### src/rtl/lsu_stage.sv
// Load/store stage: registers ALU results to writeback and runs req/gnt/rvalid data-memory
// transactions with byte-lane steering. Optional misalignment trap: define LSU_MISALIGN_TRAP_EN.
module lsu_stage #(
  parameter int unsigned WORD_WIDTH = 32
) (
  input  logic                  clk,
  input  logic                  rst_n,
  input  logic                  valid_i,
  output logic                  ready_o,
  input  logic [WORD_WIDTH-1:0] ex_data_i,
  input  logic [WORD_WIDTH-1:0] rdata2_store_i,
  input  logic [2:0]            funct3_i,
  input  logic                  mem_read_i,
  input  logic                  mem_write_i,
  input  logic                  reg_write_i,
  input  logic [4:0]            rd_i,
  output logic                  wb_valid_o,
  output logic                  wb_we_o,
  output logic [4:0]            wb_rd_o,
  output logic [WORD_WIDTH-1:0] wb_data_o,
  output logic                  misaligned_o,
  output logic                  data_req_o,
  input  logic                  data_gnt_i,
  input  logic                  data_rvalid_i,
  output logic [WORD_WIDTH-1:0] data_addr_o,
  output logic                  data_we_o,
  output logic [3:0]            data_be_o,
  output logic [WORD_WIDTH-1:0] data_wdata_o,
  input  logic [WORD_WIDTH-1:0] data_rdata_i
);

  typedef enum logic [1:0] {
    IDLE,
    REQ,
    RESP
  } state_t;

  state_t                  state;
  logic                    is_store_q;
  logic                    reg_write_q;
  logic [2:0]              funct3_q;
  logic [1:0]              off_q;
  logic [4:0]              rd_q;

  logic                    is_byte;
  logic                    is_half;
  logic                    is_mem;
  logic                    misaligned;
  logic [1:0]              off;
  logic [3:0]              be;
  logic [WORD_WIDTH-1:0]   wdata;

  logic                    ld_byte;
  logic                    ld_half;
  logic                    ld_signed;
  logic [WORD_WIDTH-1:0]   shifted;
  logic [WORD_WIDTH-1:0]   load_data;

  assign ready_o = (state == IDLE);

  // Request-side decode; offset bits that a size ignores are forced to zero.
  always_comb begin
    is_byte = (funct3_i == 3'b000) || (funct3_i == 3'b100);
    is_half = (funct3_i == 3'b001) || (funct3_i == 3'b101);
    is_mem  = mem_read_i | mem_write_i;
    off     = '0;
    be      = 4'b1111;
    wdata   = rdata2_store_i;
    if (is_byte) begin
      off   = ex_data_i[1:0];
      be    = 4'b0001 << off;
      wdata = {4{rdata2_store_i[7:0]}};
    end else if (is_half) begin
      off   = {ex_data_i[1], 1'b0};
      be    = 4'b0011 << off;
      wdata = {2{rdata2_store_i[15:0]}};
    end
`ifdef LSU_MISALIGN_TRAP_EN
    misaligned = is_mem & ((is_half & ex_data_i[0]) |
                           (~is_byte & ~is_half & (ex_data_i[1:0] != 2'b00)));
`else
    misaligned = 1'b0;
`endif
  end

  // Response-side formatting from the latched size and lane offset.
  always_comb begin
    ld_byte   = (funct3_q == 3'b000) || (funct3_q == 3'b100);
    ld_half   = (funct3_q == 3'b001) || (funct3_q == 3'b101);
    ld_signed = (funct3_q == 3'b000) || (funct3_q == 3'b001);
    shifted   = data_rdata_i >> {off_q, 3'b000};
    load_data = shifted;
    if (ld_byte) begin
      load_data = {{24{ld_signed & shifted[7]}}, shifted[7:0]};
    end else if (ld_half) begin
      load_data = {{16{ld_signed & shifted[15]}}, shifted[15:0]};
    end
  end

  always_ff @(posedge clk or negedge rst_n) begin
    if (!rst_n) begin
      state        <= IDLE;
      is_store_q   <= 1'b0;
      reg_write_q  <= 1'b0;
      funct3_q     <= '0;
      off_q        <= '0;
      rd_q         <= '0;
      wb_valid_o   <= 1'b0;
      wb_we_o      <= 1'b0;
      wb_rd_o      <= '0;
      wb_data_o    <= '0;
      misaligned_o <= 1'b0;
      data_req_o   <= 1'b0;
      data_addr_o  <= '0;
      data_we_o    <= 1'b0;
      data_be_o    <= '0;
      data_wdata_o <= '0;
    end else begin
      wb_valid_o   <= 1'b0;
      wb_we_o      <= 1'b0;
      misaligned_o <= 1'b0;
      case (state)
        IDLE: begin
          if (valid_i) begin
            if (misaligned) begin
              wb_valid_o   <= 1'b1;
              misaligned_o <= 1'b1;
              wb_rd_o      <= rd_i;
              wb_data_o    <= ex_data_i;
            end else if (is_mem) begin
              data_req_o   <= 1'b1;
              data_addr_o  <= {ex_data_i[WORD_WIDTH-1:2], 2'b00};
              data_we_o    <= mem_write_i;
              data_be_o    <= be;
              data_wdata_o <= mem_write_i ? wdata : '0;
              is_store_q   <= mem_write_i;
              reg_write_q  <= reg_write_i;
              funct3_q     <= funct3_i;
              off_q        <= off;
              rd_q         <= rd_i;
              state        <= REQ;
            end else begin
              wb_valid_o <= 1'b1;
              wb_we_o    <= reg_write_i;
              wb_rd_o    <= rd_i;
              wb_data_o  <= ex_data_i;
            end
          end
        end
        REQ: begin
          if (data_gnt_i) begin
            data_req_o <= 1'b0;
            state      <= RESP;
          end
        end
        RESP: begin
          if (data_rvalid_i) begin
            wb_valid_o <= 1'b1;
            wb_we_o    <= ~is_store_q & reg_write_q;
            wb_rd_o    <= rd_q;
            wb_data_o  <= is_store_q ? '0 : load_data;
            state      <= IDLE;
          end
        end
        default: state <= IDLE;
      endcase
    end
  end

endmodule

### config.mk
export PLATFORM = sky130hd
export DESIGN_NAME = lsu_stage
export DESIGN_NICKNAME = d
export VERILOG_FILES = /design/src/rtl/lsu_stage.sv
export SDC_FILE = /design/constraint.sdc
export NUM_CORES = 1
export LEC_CHECK = 0
export BUFFER_PORTS_ARGS = -buffer_cell sky130_fd_sc_hd__buf_2
export CORE_MARGIN = 5
export CORE_UTILIZATION = 25
export CTS_CLUSTER_DIAMETER = 150
export CTS_CLUSTER_SIZE = 12
export DETAILED_ROUTE_END_ITERATION = 10
export PLACE_DENSITY = 0.48
export SLEW_MARGIN = 20
export SYNTH_ARGS = -nofsm -noshare
export SYNTH_HDL_FRONTEND = slang
export SYNTH_SLANG_ARGS = --single-unit
### constraint.sdc
create_clock -name clk -period 4.6 [get_ports clk]
set_clock_uncertainty 0.1 [all_clocks]
set_input_delay 0.23 -clock clk [delete_from_list [all_inputs] [get_ports clk]]
set_output_delay 0.23 -clock clk [all_outputs]
set_load 0.02 [all_outputs]
# [Yosys cells after proc, flatten, opt, wreduce, memory -nomap -nowiden]
# Cells that the tools add are included.
[totals] regBits=120 input_bits=112 word_cells=84
[classes] n_eq_ne=13 shift=3 muxes=35 bitwise=5 n_reduce_logical=14
[op_table] cell="32-bit two-way mux" n=9
[op_table] cell="32-bit case mux with 2 select lines" n=1
[op_table] cell="32-bit by 5-bit >> shifter with 32-bit output" n=1
[op_table] cell="5-bit two-way mux" n=3
[op_table] cell="3-bit == test (second input constant)" n=4
[op_table] cell="2-bit two-way mux" n=6
[op_table] cell="4-bit AND reduction" n=3
[op_table] cell="5-bit case mux with 2 select lines" n=1
[op_table] cell="1-bit two-way mux" n=9
[op_table] cell="4-bit two-way mux" n=2
[op_table] cell="2-bit inequality test (second input constant)" n=4
[op_table] cell="3-bit by 1-bit == test with 1-bit output (second input constant)" n=2
[op_table] cell="3-bit logical NOT" n=2
[op_table] cell="1-bit case mux with 2 select lines" n=3
[op_table] cell="2-bit case mux with 3 select lines" n=1
[op_table] cell="1-bit logical OR" n=5
[op_table] cell="2-bit nonzero test" n=2
[op_table] cell="1-bit by 2-bit << shifter with 4-bit output (first input constant)" n=1
[op_table] cell="2-bit by 2-bit << shifter with 4-bit output (first input constant)" n=1
[op_table] cell="1-bit AND" n=3
[op_table] cell="3-bit AND reduction" n=1
[op_table] cell="2-bit by 1-bit == test with 1-bit output (second input constant)" n=1
[op_table] cell="2-bit == test (second input constant)" n=1
[op_table] cell="2-bit logical NOT" n=1
[op_table] cell="3 further kinds" n=3

# [Logic depth before layout (Yosys ltp)]
[logic_depth] word_depth=8 mapped_depth=7 depth_no_buf=5

# [Worst setup path before layout]
# OpenSTA, ideal clock, no wires.
[synth_path] kind="register to register" from="register state[1]" to="register wb_data_o[30]" setup_time_ps=137 arrival_time_ps=1559 required_ps=4363 setup_slack_ps=2803 stages_incl_launch_ff=6 path_buffers=1 synth_period_minus_slack_ps=1797 path_cell_list="dfrtp_1 -> or4b_4 -> a21o_1 -> buf_2 -> a21oi_1 -> o211ai_2"
[synth_between] elab_chain_cells=3 word_cells_on_any_way=8 classes_between="eq/ne (4); mux (1); reduce/logical (3)"
[synth_rtl] element="from (decl)" line="38" rtl="state_t state;"
[synth_rtl] element="from (signal assigned)" line="102" rtl="state <= IDLE;"
[synth_rtl] element="from (signal assigned)" line="141" rtl="state <= REQ;"
[synth_rtl] element="from (signal assigned)" line="153" rtl="state <= RESP;"
[synth_rtl] element="2-bit == test / 2-bit logical NOT (equally long branches)" line="122" rtl="case (state)"
[synth_rtl] element="2-bit inequality test (no line) / 2-bit nonzero test (equally long branches)"
[synth_rtl] element="4-bit AND reduction (no line)"
[synth_rtl] element="to (signal assigned)" line="129" rtl="wb_data_o <= ex_data_i;"
[synth_rtl] element="to (signal assigned)" line="146" rtl="wb_data_o <= ex_data_i;"
[synth_rtl] element="to (signal assigned)" line="161" rtl="wb_data_o <= is_store_q ? '0 : load_data;"
[synth_rtl] element="to (decl)" line="20" rtl="output logic [WORD_WIDTH-1:0] wb_data_o,"
# Several ways; a longest one is shown, not always the timed one.
# A chain may end at the register's enable or synchronous reset.

# [Final worst setup path]
[layout_path] from="register state[1]" to="register wb_data_o[19]"
# Same word-level chain as after synthesis.

==> impl_results.md <==
- Fin nets: 998
- Cell row count: 56
- DR pass1 iterations: 4
- Die ar.: 0.02657 mm^2
- Count of input and output buffers: 219
- PD cells: 672.7 mW/mm^2
- Boundary Pins: 223
- P_leak: 4.099 nW
- Vias per inst: 4.581
- Critical path arrival: 2.51 ns
- Die H: 163.0 um
- Number of global-route vias before repair: 5709
- Synthesized area: 0.005852 mm^2
- Wirelength per Cell: 17.85 um
- Largest net degree at the start of global routing: 85
- Worst path cell trace: or4b_4 -> a21o_1 -> buf_4 -> clkinv_2 -> nand3_1 -> nand3_1
- Tightest Pin Transition: 0.8084 ns
- Routed wire length: 21.76 mm
- CTS max path bufs: 2
- Sequential cell area: 0.003003 mm^2
- Ranking of synthesized cells by area: dfrtp_1, nand2_1, mux2i_1
- Total clock buffers created by CTS: 17
- Core Area: 0.02326 mm^2
- Maximum fanout along the worst path: 42
- Die Wd: 163.0 um
- CTS Root Cell: clkbuf_16
- First-pass GRT wire length: 33.39 mm
- Share of layout cells above drive strength 1: 31.92%
- GRT Residual Overflow: 0
- Slowest stage delay, CP: 0.55 ns
- Sequential area share after synthesis: 51.31%
- Slew HR: 46.10%
- Fin crit share: 49.61%
- Most frequent CP cell: nand3_1
- P&R area growth vs syn: 40.86%
- Initial antenna violation count: 4
- Multi-input logic area: 0.002596 mm^2
- Fillers: 2459
- Clk sinks: 120
- Worst-path clk slew: 0.06 ns
- Worst skew pair latency: 0.41 ns
- Post-DP HPWL: 15.25 mm
- Max_cap viols: 0
- Final ANT Viol Nets: 0
- Fin Setup TNS: 0 ns
- Syn. warnings: 0
- Setup-failing EPs final: 0
- Synth Instances: 646
- Max-slew violation count: 0
- CTS tree: built
- GP Congestion: 0.7855
- Worst Path Required: 4.83 ns
- Post-synth top area share: 51.31%
- GRT Total Usage: 16.34%
- Setup crit end kind: register
- Yosys top cell by area: dfrtp_1
- Hold Fails Final Rpt: 0
- Fin crit period: 2.282 ns
- F_max: 438.2 MHz
- DRC Markers: 0
- Starting Density: 25.16%
- Startpoint types: register
- Avg Inst Size Synth: 9.059 um^2
- Netlist cell types: 40
- Via count: 5584
- Placed Cells incl. Taps: 1141
- Crit path kind: register to register
- Status: complete, no violations
- Synth Register Bits: 120
- H-tree levels: 4
- RSZ-0062 raised after global routing: false
- Peak supply drop: 0.2303 mV
- Worst hold path class: input port to register
- Fin cells: 1219
- CP max stage cell: or4b_4
- DRT iter0 DRCs: 357
## final timing paths
path	cells past startpoint	slack, ns	start	to
min	3	0.01	rdata2_store_i[24]	data_wdata_o[24]
max reg2reg	6	2.32	state[1]	wb_data_o[19]
min in group asynchronous	2	0.35	rst_n	data_addr_o[10]
min reg2reg	2	0.36	data_addr_o[10]	data_addr_o[10]
max	6	2.32	state[1]	wb_data_o[19]
max in group asynchronous	3	3.01	rst_n	data_be_o[2]
## worst max-delay path, delay by kind of cell, from the launching register on
kind                   cells  cell delay (ns)
DFF                        1             0.43
buffers and inverters      2             0.66
AOI/OAI and AO/OA          1             0.17
and+or+nand+nor            3             0.82
## layout make-up
type                    instances  area share, %
multi-input cells             472          31.50
inverters                       4         0.1973
clock buffers                  19          5.373
clock inverters                13          2.155
well taps                     319          4.842
flip-flops and latches        120          36.43
diodes                          1        0.03036
repair buffers                271          19.47
## logic make-up after synthesis
family | Yosys count | share of synthesized area [%]
and+or+nand+nor | 298 | 21.49
AOI/OAI and AO/OA | 131 | 14.82
DFF | 120 | 51.31
buffers and inverters | 56 | 4.703
muxes | 40 | 7.612
other | 1 | 0.06408
## synth_stat cells (all sizes together)
| master | n |
|---|---|
| buf | 23 |
| a221oi | 1 |
| nor2 | 30 |
| inv | 3 |
| nor2b | 8 |
| and3 | 1 |
| clkinv | 1 |
| nand2 | 211 |
| mux4 | 2 |
| nand3 | 28 |
| a22oi | 8 |
| mux2 | 16 |
| a32oi | 16 |
| or2 | 1 |
| a21o | 3 |
| nor3b | 3 |
| or3 | 1 |
| or4b | 1 |
| nor3 | 2 |
| o211ai | 13 |
| o221ai | 2 |
| clkbuf | 29 |
| o31ai | 3 |
| nor4b | 1 |
| nand4 | 3 |
| dfrtp | 120 |
| a21oi | 29 |
| a211o | 7 |
| a22o | 8 |
| nand2b | 1 |
| o21ai | 41 |
| mux2i | 22 |
| nand3b | 7 |
| conb | 1 |
## power by group
part | switching [W] | total (W) | internal (W) | leakage (nW)
clock | 0.000511 | 0.00143 | 0.000917 | 0.302
sequential | 0.000299 | 0.00184 | 0.00154 | 1.50
combinational | 0.00149 | 0.00228 | 0.000790 | 2.30
total | 0.00230 | 0.00555 | 0.00325 | 4.10
## placed cells by master (no fill, tap or decap), types with 7 or more instances in the layout
master	Yosys	final
a22oi_1	8	8
nand3_1	28	28
clkbuf_16	0	17
dlygate4sd3_1	0	45
o211ai_1	11	11
nand3b_1	7	7
a21oi_1	29	29
nor2b_1	8	8
buf_4	6	7
buf_2	9	218
mux2_2	16	16
dfrtp_1	120	120
nor2_1	30	30
a22o_1	8	8
o21ai_0	41	41
a32oi_1	16	16
mux2i_1	22	22
nand2_1	211	211
a211o_1	7	7
## through the flow
step / instance area, um^2 / hold WS, ns / power [W] / utilization [%] / setup slack (ns)
5_1_grt: 8243 / 0.01686 / 0.005941 / 35.43 / 2.046
4_1_cts: 8240 / 0.0001465 / 0.005629 / 35.42 / 2.261
3_3_place_gp: 7169 / 0.2685 / 0.004129 / 30.82 / 2.014
2_1_floorplan: 5859 / -0.1656 / 0.003287 / - / 2.803
6_report: 8243 / 0.01468 / 0.005545 / 35.43 / 2.318
3_5_place_dp: 7169 / 0.2621 / 0.004139 / 30.82 / 1.979
## routing by layer
layer / track usage, % / wire, um
met5: 0 / 37
met4: 4.956 / 361
met3: 5.467 / 1841
met2: 25.30 / 9729
met1: 21.74 / 9793
## flip-flops by register name, summed over array words and instances (netlist names), 2 cells and up
register and cells:
data_wdata_o 32, wb_data_o 32, data_addr_o 30, rd_q 5, wb_rd_o 5, data_be_o 4
funct3_q 3, off_q 2, state 2
## repair_timing
action                                 4_1_cts  5_1_grt
hold buffers                                45        0
endpoints found under the hold margin      138        0
setup buffers                                0        0
resized for setup                            0        0
Note: power is estimated with default switching activity, not from simulation.
